## src/rtl/rx_word_assembler.sv

```systemverilog
`default_nettype none
// ============================================================================
// Module      : rx_word_assembler
// Description : Rebuilds 16-bit words (low byte first) from UART receiver
//               bytes, discarding a half word if its high byte times out.
// Revision    : 1.0 - initial release
// ============================================================================
module rx_word_assembler #(
  parameter int TIMEOUT_CYCLES = 1_000_000
) (
  input  logic        clk,
  input  logic        reset,
  input  logic        rx_ready,
  input  logic [7:0]  rx_data,
  output logic [15:0] word_data,
  output logic        word_valid,
  output logic        timeout_err,
  output logic        busy,
  output logic [7:0]  word_count,
  output logic [1:0]  state_id
);

  localparam int CNT_W = $clog2(TIMEOUT_CYCLES + 1);
  localparam logic [CNT_W-1:0] c_timer_last = CNT_W'(TIMEOUT_CYCLES - 1);

  typedef enum logic [0:0] {
    S_IDLE      = 1'b0,
    S_WAIT_HIGH = 1'b1
  } state_t;

  state_t             r_state;
  logic [7:0]         r_low;
  logic [CNT_W-1:0]   r_timer;
  logic [15:0]        r_word_data;
  logic               r_word_valid;
  logic               r_timeout_err;
  logic               r_busy;
  logic [7:0]         r_word_count;

  always_ff @(posedge clk) begin
    if (reset) begin
      r_state       <= S_IDLE;
      r_low         <= 8'h00;
      r_timer       <= '0;
      r_word_data   <= 16'h0000;
      r_word_valid  <= 1'b0;
      r_timeout_err <= 1'b0;
      r_busy        <= 1'b0;
      r_word_count  <= 8'h00;
    end else begin
      r_word_valid  <= 1'b0;
      r_timeout_err <= 1'b0;
      case (r_state)
        S_IDLE: begin
          if (rx_ready) begin
            r_low   <= rx_data;
            r_timer <= '0;
            r_state <= S_WAIT_HIGH;
            r_busy  <= 1'b1;
          end
        end
        S_WAIT_HIGH: begin
          // A high byte arriving on the expiry cycle still completes the word.
          if (rx_ready) begin
            r_word_data  <= {rx_data, r_low};
            r_word_valid <= 1'b1;
            r_word_count <= r_word_count + 8'd1;
            r_state      <= S_IDLE;
            r_busy       <= 1'b0;
          end else if (r_timer == c_timer_last) begin
            r_timeout_err <= 1'b1;
            r_state       <= S_IDLE;
            r_busy        <= 1'b0;
          end else begin
            r_timer <= r_timer + 1'b1;
          end
        end
        default: begin
          r_state <= S_IDLE;
          r_busy  <= 1'b0;
        end
      endcase
    end
  end

  assign word_data   = r_word_data;
  assign word_valid  = r_word_valid;
  assign timeout_err = r_timeout_err;
  assign busy        = r_busy;
  assign word_count  = r_word_count;
  assign state_id    = {1'b0, r_state};

endmodule
`default_nettype wire

```

## config.mk

```make
export PLATFORM = sky130hd
export DESIGN_NAME = rx_word_assembler
export DESIGN_NICKNAME = d
export VERILOG_FILES = /design/src/rtl/rx_word_assembler.sv
export SDC_FILE = /design/constraint.sdc
export NUM_CORES = 1
export LEC_CHECK = 0
export ABC_CLOCK_PERIOD_IN_PS = 3700
export BUFFER_PORTS_ARGS = -buffer_cell sky130_fd_sc_hd__buf_2
export CAP_MARGIN = 20
export CORE_AREA = 2 2 70 72
export CTS_BUF_LIST = sky130_fd_sc_hd__clkbuf_8 sky130_fd_sc_hd__clkbuf_16
export DETAILED_ROUTE_END_ITERATION = 7
export DIE_AREA = 0 0 72 74
export MAX_ROUTING_LAYER = met4
export PLACE_DENSITY = 0.92
export SYNTH_ARGS = -nofsm -noshare
export SYNTH_HDL_FRONTEND = slang
export SYNTH_SLANG_ARGS = --single-unit
```

## constraint.sdc

```tcl
create_clock -name clk -period 3.7 [get_ports clk]
set_clock_uncertainty 0.15 [all_clocks]
set_input_delay 0.37 -clock clk [delete_from_list [all_inputs] [get_ports clk]]
set_output_delay 0.37 -clock clk [all_outputs]
set_load 0.005 [all_outputs]
```

Yosys cells after proc, flatten, opt, wreduce, memory -nomap -nowiden

Index checks and enable logic that the tools add are counted.

Input bits: 11
Register bits after elaboration: 56
Output and inout bits: 29

$add $sub $neg: 2
Mux-type cells: 13
Equal/unequal tests: 5
Bitwise operators: 1
Reduce and logical (&&, ||, !) cells: 6

Operator list:

| kind                                                             | count |
|---|---|
| 20-bit 2-to-1 mux                                                | 3 |
| 20-bit case mux with 2 select lines                              | 1 |
| 20-bit by 1-bit adder with 20-bit output (second input constant) | 1 |
| 20-bit equality test (second input constant)                     | 1 |
| 8-bit by 1-bit adder with 8-bit output (second input constant)   | 1 |
| 1-bit 2-to-1 mux                                                 | 7 |
| 2-bit != test (second input constant)                            | 3 |
| 2-bit AND reduction                                              | 3 |
| 1-bit case mux with 2 select lines                               | 2 |
| 3-bit by 2-bit != test with 1-bit output (second input constant) | 1 |
| 3-bit AND reduction                                              | 1 |
| 3-bit OR reduction                                               | 1 |
| 2-bit OR reduction                                               | 1 |
| 1-bit NOT                                                        | 1 |

Depth between registers and ports, before layout

Depth in word-level cells: 4
Mapped depth: 6
Mapped depth without buffers: 5

Worst setup path before layout

No wires, ideal clock.

Path kind: reg2reg
From: register r_timer[0]
To: register r_timer[18]
Arrival: 1.489 ns
Setup slack: 1.973 ns
Setup time: 0.088 ns
Cell stages (with the launch flop): 6
Path buffers: 0
Cell sequence: dfxtp_1 > ha_1 > nand4_2 > nor4_2 > a41oi_1 > a311oi_2

Cells in the longest elaborated chain, start to end: 4
Elaborated cells on any way between the ends: 7

RTL lines:

| element                                  | line | text |
|---|---|---|
| start, declared                          | 33   | `logic [CNT_W-1:0] r_timer;` |
| start signal, assigned                   | 75   | `r_timer <= r_timer + 1'b1;` |
| 20-bit by 1-bit adder with 20-bit output | 75   |  |
| 20-bit 2-to-1 mux                        | 70   | `end else if (r_timer == c_timer_last) begin` |
| 20-bit 2-to-1 mux                        | 64   | `if (rx_ready) begin` |
| 20-bit case mux with 2 select lines      | 53   | `case (r_state)` |

Parallel ways exist; a longest one is shown, timed or not. The select of a mux whose other input is x is not followed.
A chain may end at the register's enable or synchronous reset.

Final worst setup path

From: register r_state
To: register r_word_count[7], in the netlist word_count[7]

Cells in the longest elaborated chain, start to end: 1

RTL lines:

| element                              | line | text |
|---|---|---|
| start, declared                      | 31   | `state_t r_state;` |
| start signal, assigned               | 42   | `r_state <= S_IDLE;` |
| start signal, assigned               | 58   | `r_state <= S_WAIT_HIGH;` |
| start signal, assigned               | 68   | `r_state <= S_IDLE;` |
| 2-bit AND reduction (no source line) | -    |  |
| end signal, assigned                 | 67   | `r_word_count <= r_word_count + 8'd1;` |
| end, declared                        | 38   | `logic [7:0] r_word_count;` |

No other way between the ends.

==> out/metrics.yaml <==
worst_hold_path:
  hold_path_end: "word_data[11]"
  whs_path_depth: 3
  hp-start: "rx_data[3]"
  min_path_type: "primary input to register"
power_and_ir_drop:
  ir_worst_vdd_mv: 0.207
  clock_power_share: 0.326
  power_frac_seq: 0.599
  swShare: 0.259
  p_int_mw: 0.778
  power_density_nw_per_um2: 367
  combPwrFrac: 0.076
  p_leak_nw: 1.06
  netSwitchingPower_mw: 0.271
cts:
  post_cts_buffers: 0
  clkSinkCount: 56
  cts_tree: "done"
  cts_resized: 0
  numCtsBuffers: 5
  clock_path_buffers: 2
  clk_pin_slew_ns: 0.10
  cts_max_level: 2
  cts-root-buf: "clkbuf_8"
  cts_hold_buf: 0
  clk_latency_ns: 0.31
timing:
  rsz0062_at_grt: "no"
  timing.final.crit_share: 0.631
  fmax_mhz: 429
  relSlewSlack: 0.428
  finalHoldViolCount: 0
  fin_setup_tns_ns: 0
  slew_viol_final: 0
  setup_violations: 0
  tightest_slew_ns: 0.857
  period_needed_ns: 2.33
layout:
  mostFrequentLayoutCells: "nand2_1 (64), dfxtp_1 (56), buf_2 (38)"
  syn_to_final_growth_pct: 9.07
  drive_gt1_frac: 0.186
  mostFrequentLayoutCell: "nand2_1"
  final_nets: 346
  diodes: 0
  post-route-util: 0.622
synth:
  synth-warning-count: 0
  synth_edf_count: 0
  synth_top_family_by_area: "simple AND/OR/NAND/NOR gates"
  synth_nets: 323
  synthCells: 310
  async_flop_share: 0
  synth_fa_ha_area_frac: 0.00955
  synth_cell_type_count: 49
  syn-cell-area_um2: 2620
  muxShareOfSynthArea: 0.00382
  synth_xor_area_frac: 0.0234
  synth_compound_area_frac: 0.212
  ys_seq_area_frac: 0.428
  synth_top_flop_cell: "dfxtp_1"
  syn_area_per_cell_um2: 8.46
  synth_seq_cells: 56
  synthSimpleGateAreaFrac: 0.270
setup_path:
  r2r_slack_ns: 1.37
  end_kind: "register"
  crit_fanout: 25
  r2r_start: "r_state"
  cp.arrival_ns: 2.38
  worstRegToRegCells: 4
  required_ns: 3.74
  worstSetupPathType: "register to register"
  worstSetupStartpointType: "register"
  r2r_end: "word_count[7]"
drt:
  wl_per_cell_um: 15.3
  wirelength_um: 5940
  drt-pass1-iter-count: 5
  antenna_left: 0
  vias: 2404
  drt_iter0_markers: 198
  viasPerCell: 6.20
  drc_errors: 0
run_status:
  outcome: "finished clean"
placement:
  globalplace.congestion: 0.936
  hpwl_um: 3970
  port_buffers: 38
global_routing:
  grt_pass1_wl_um: 9870
  grt_max_degree: 34
  grt_usage: 0.240
  grt_overflow: 0
  first_global_vias: 2150
  grt_antenna_before_repair: 0
die:
  die_width_um: 72
  floorplan.initialDensity: 0.570
  dieArea_um2: 5330
  io_pins: 40
  core_area_um2: 4600
  die_height_um: 74
  rows: 25
run:
  maxCapViolCount: 0
==> cell type report <==
class	instances	area, um^2
inverter	5	18.8
clock buffer	5	68.8
tap	54	67.6
multi-input combinational	226	1360
timing repair buffer	39	198
clock inverter	3	22.5
sequential	56	1120
fill	361	1740
==> power groups by stage <==
| stage | Sequential, mW | Combinational [mW] | Clock [mW] |
|---|---|---|---|
| after floorplan | 0.638 | 0.0590 | 0 |
| after global placement | 0.641 | 0.0772 | 0 |
| after detailed placement | 0.642 | 0.0785 | 0 |
| after CTS | 0.628 | 0.0793 | 0.347 |
| after global routing | 0.631 | 0.0896 | 0.374 |
| final | 0.628 | 0.0793 | 0.342 |
==> worst max path at each step <==
stage | startpoint | to | slack, ns
2_1_floorplan | r_timer[0] | r_timer[18] | 1.97
3_3_place_gp | r_state | word_count[7] | 1.46
3_5_place_dp | r_state | word_count[6] | 1.42
4_1_cts | r_state | word_count[6] | 1.39
5_1_grt | r_state | word_count[7] | 1.16
6_report | r_state | word_count[7] | 1.37
==> state kept, by name, indices dropped and copies added (netlist names) <==
register and cells:
r_low 8, busy 1, r_state 1, word_data 16, timeout_err 1, word_count 8
word_valid 1, r_timer 20
==> routing by layer <==
metal,wire [um],GRT usage,up-vias
li1,-,-,1161
met1,2550,0.313,1117
met3,378,0.0461,19
met2,2830,0.355,107
met5,0,-,-
met4,180,0.126,0
==> stage by stage <==
stage                     worst slack [ns]  cell area (um^2)  hold WS [ns]  cells  power (mW)
after floorplan                       1.97              2620         0.282    310       0.697
final                                 1.37              2860         0.146    388        1.05
after global routing                  1.16              2860         0.140    388        1.09
after global placement                1.46              2770         0.288    380       0.718
after CTS                             1.39              2860         0.142    388        1.05
after detailed placement              1.42              2770         0.293    380       0.720
==> kinds of logic after synthesis <==
logic type,after synthesis
DFF,56
and+or+nand+nor,138
xor gates and xnor gates,7
buffers and inverters,28
AOI/OAI and AO/OA,77
adders and majority gates,2
other,1
muxes,1
==> cell usage after synthesis (all sizes together) (6+ instances only) <==
cell type	count	share of area
a21oi	32	0.061
a311oi	8	0.046
a31oi	10	0.030
a41oi	6	0.020
and3	8	0.019
buf	12	0.029
clkbuf	11	0.016
dfxtp	56	0.43
nand2	64	0.092
nand3	7	0.013
nand4	15	0.038
nor2	16	0.024
o21ai	10	0.019
xor2	6	0.020
==> critical path, cell delays in order (launching register included) <==
cell and delay (ns):
dfxtp_1 0.83, and2_1 0.80, nand4_1 0.20, xor2_1 0.18, nor2_1 0.05
No activity file was read; power rests on OpenSTA's default activity.
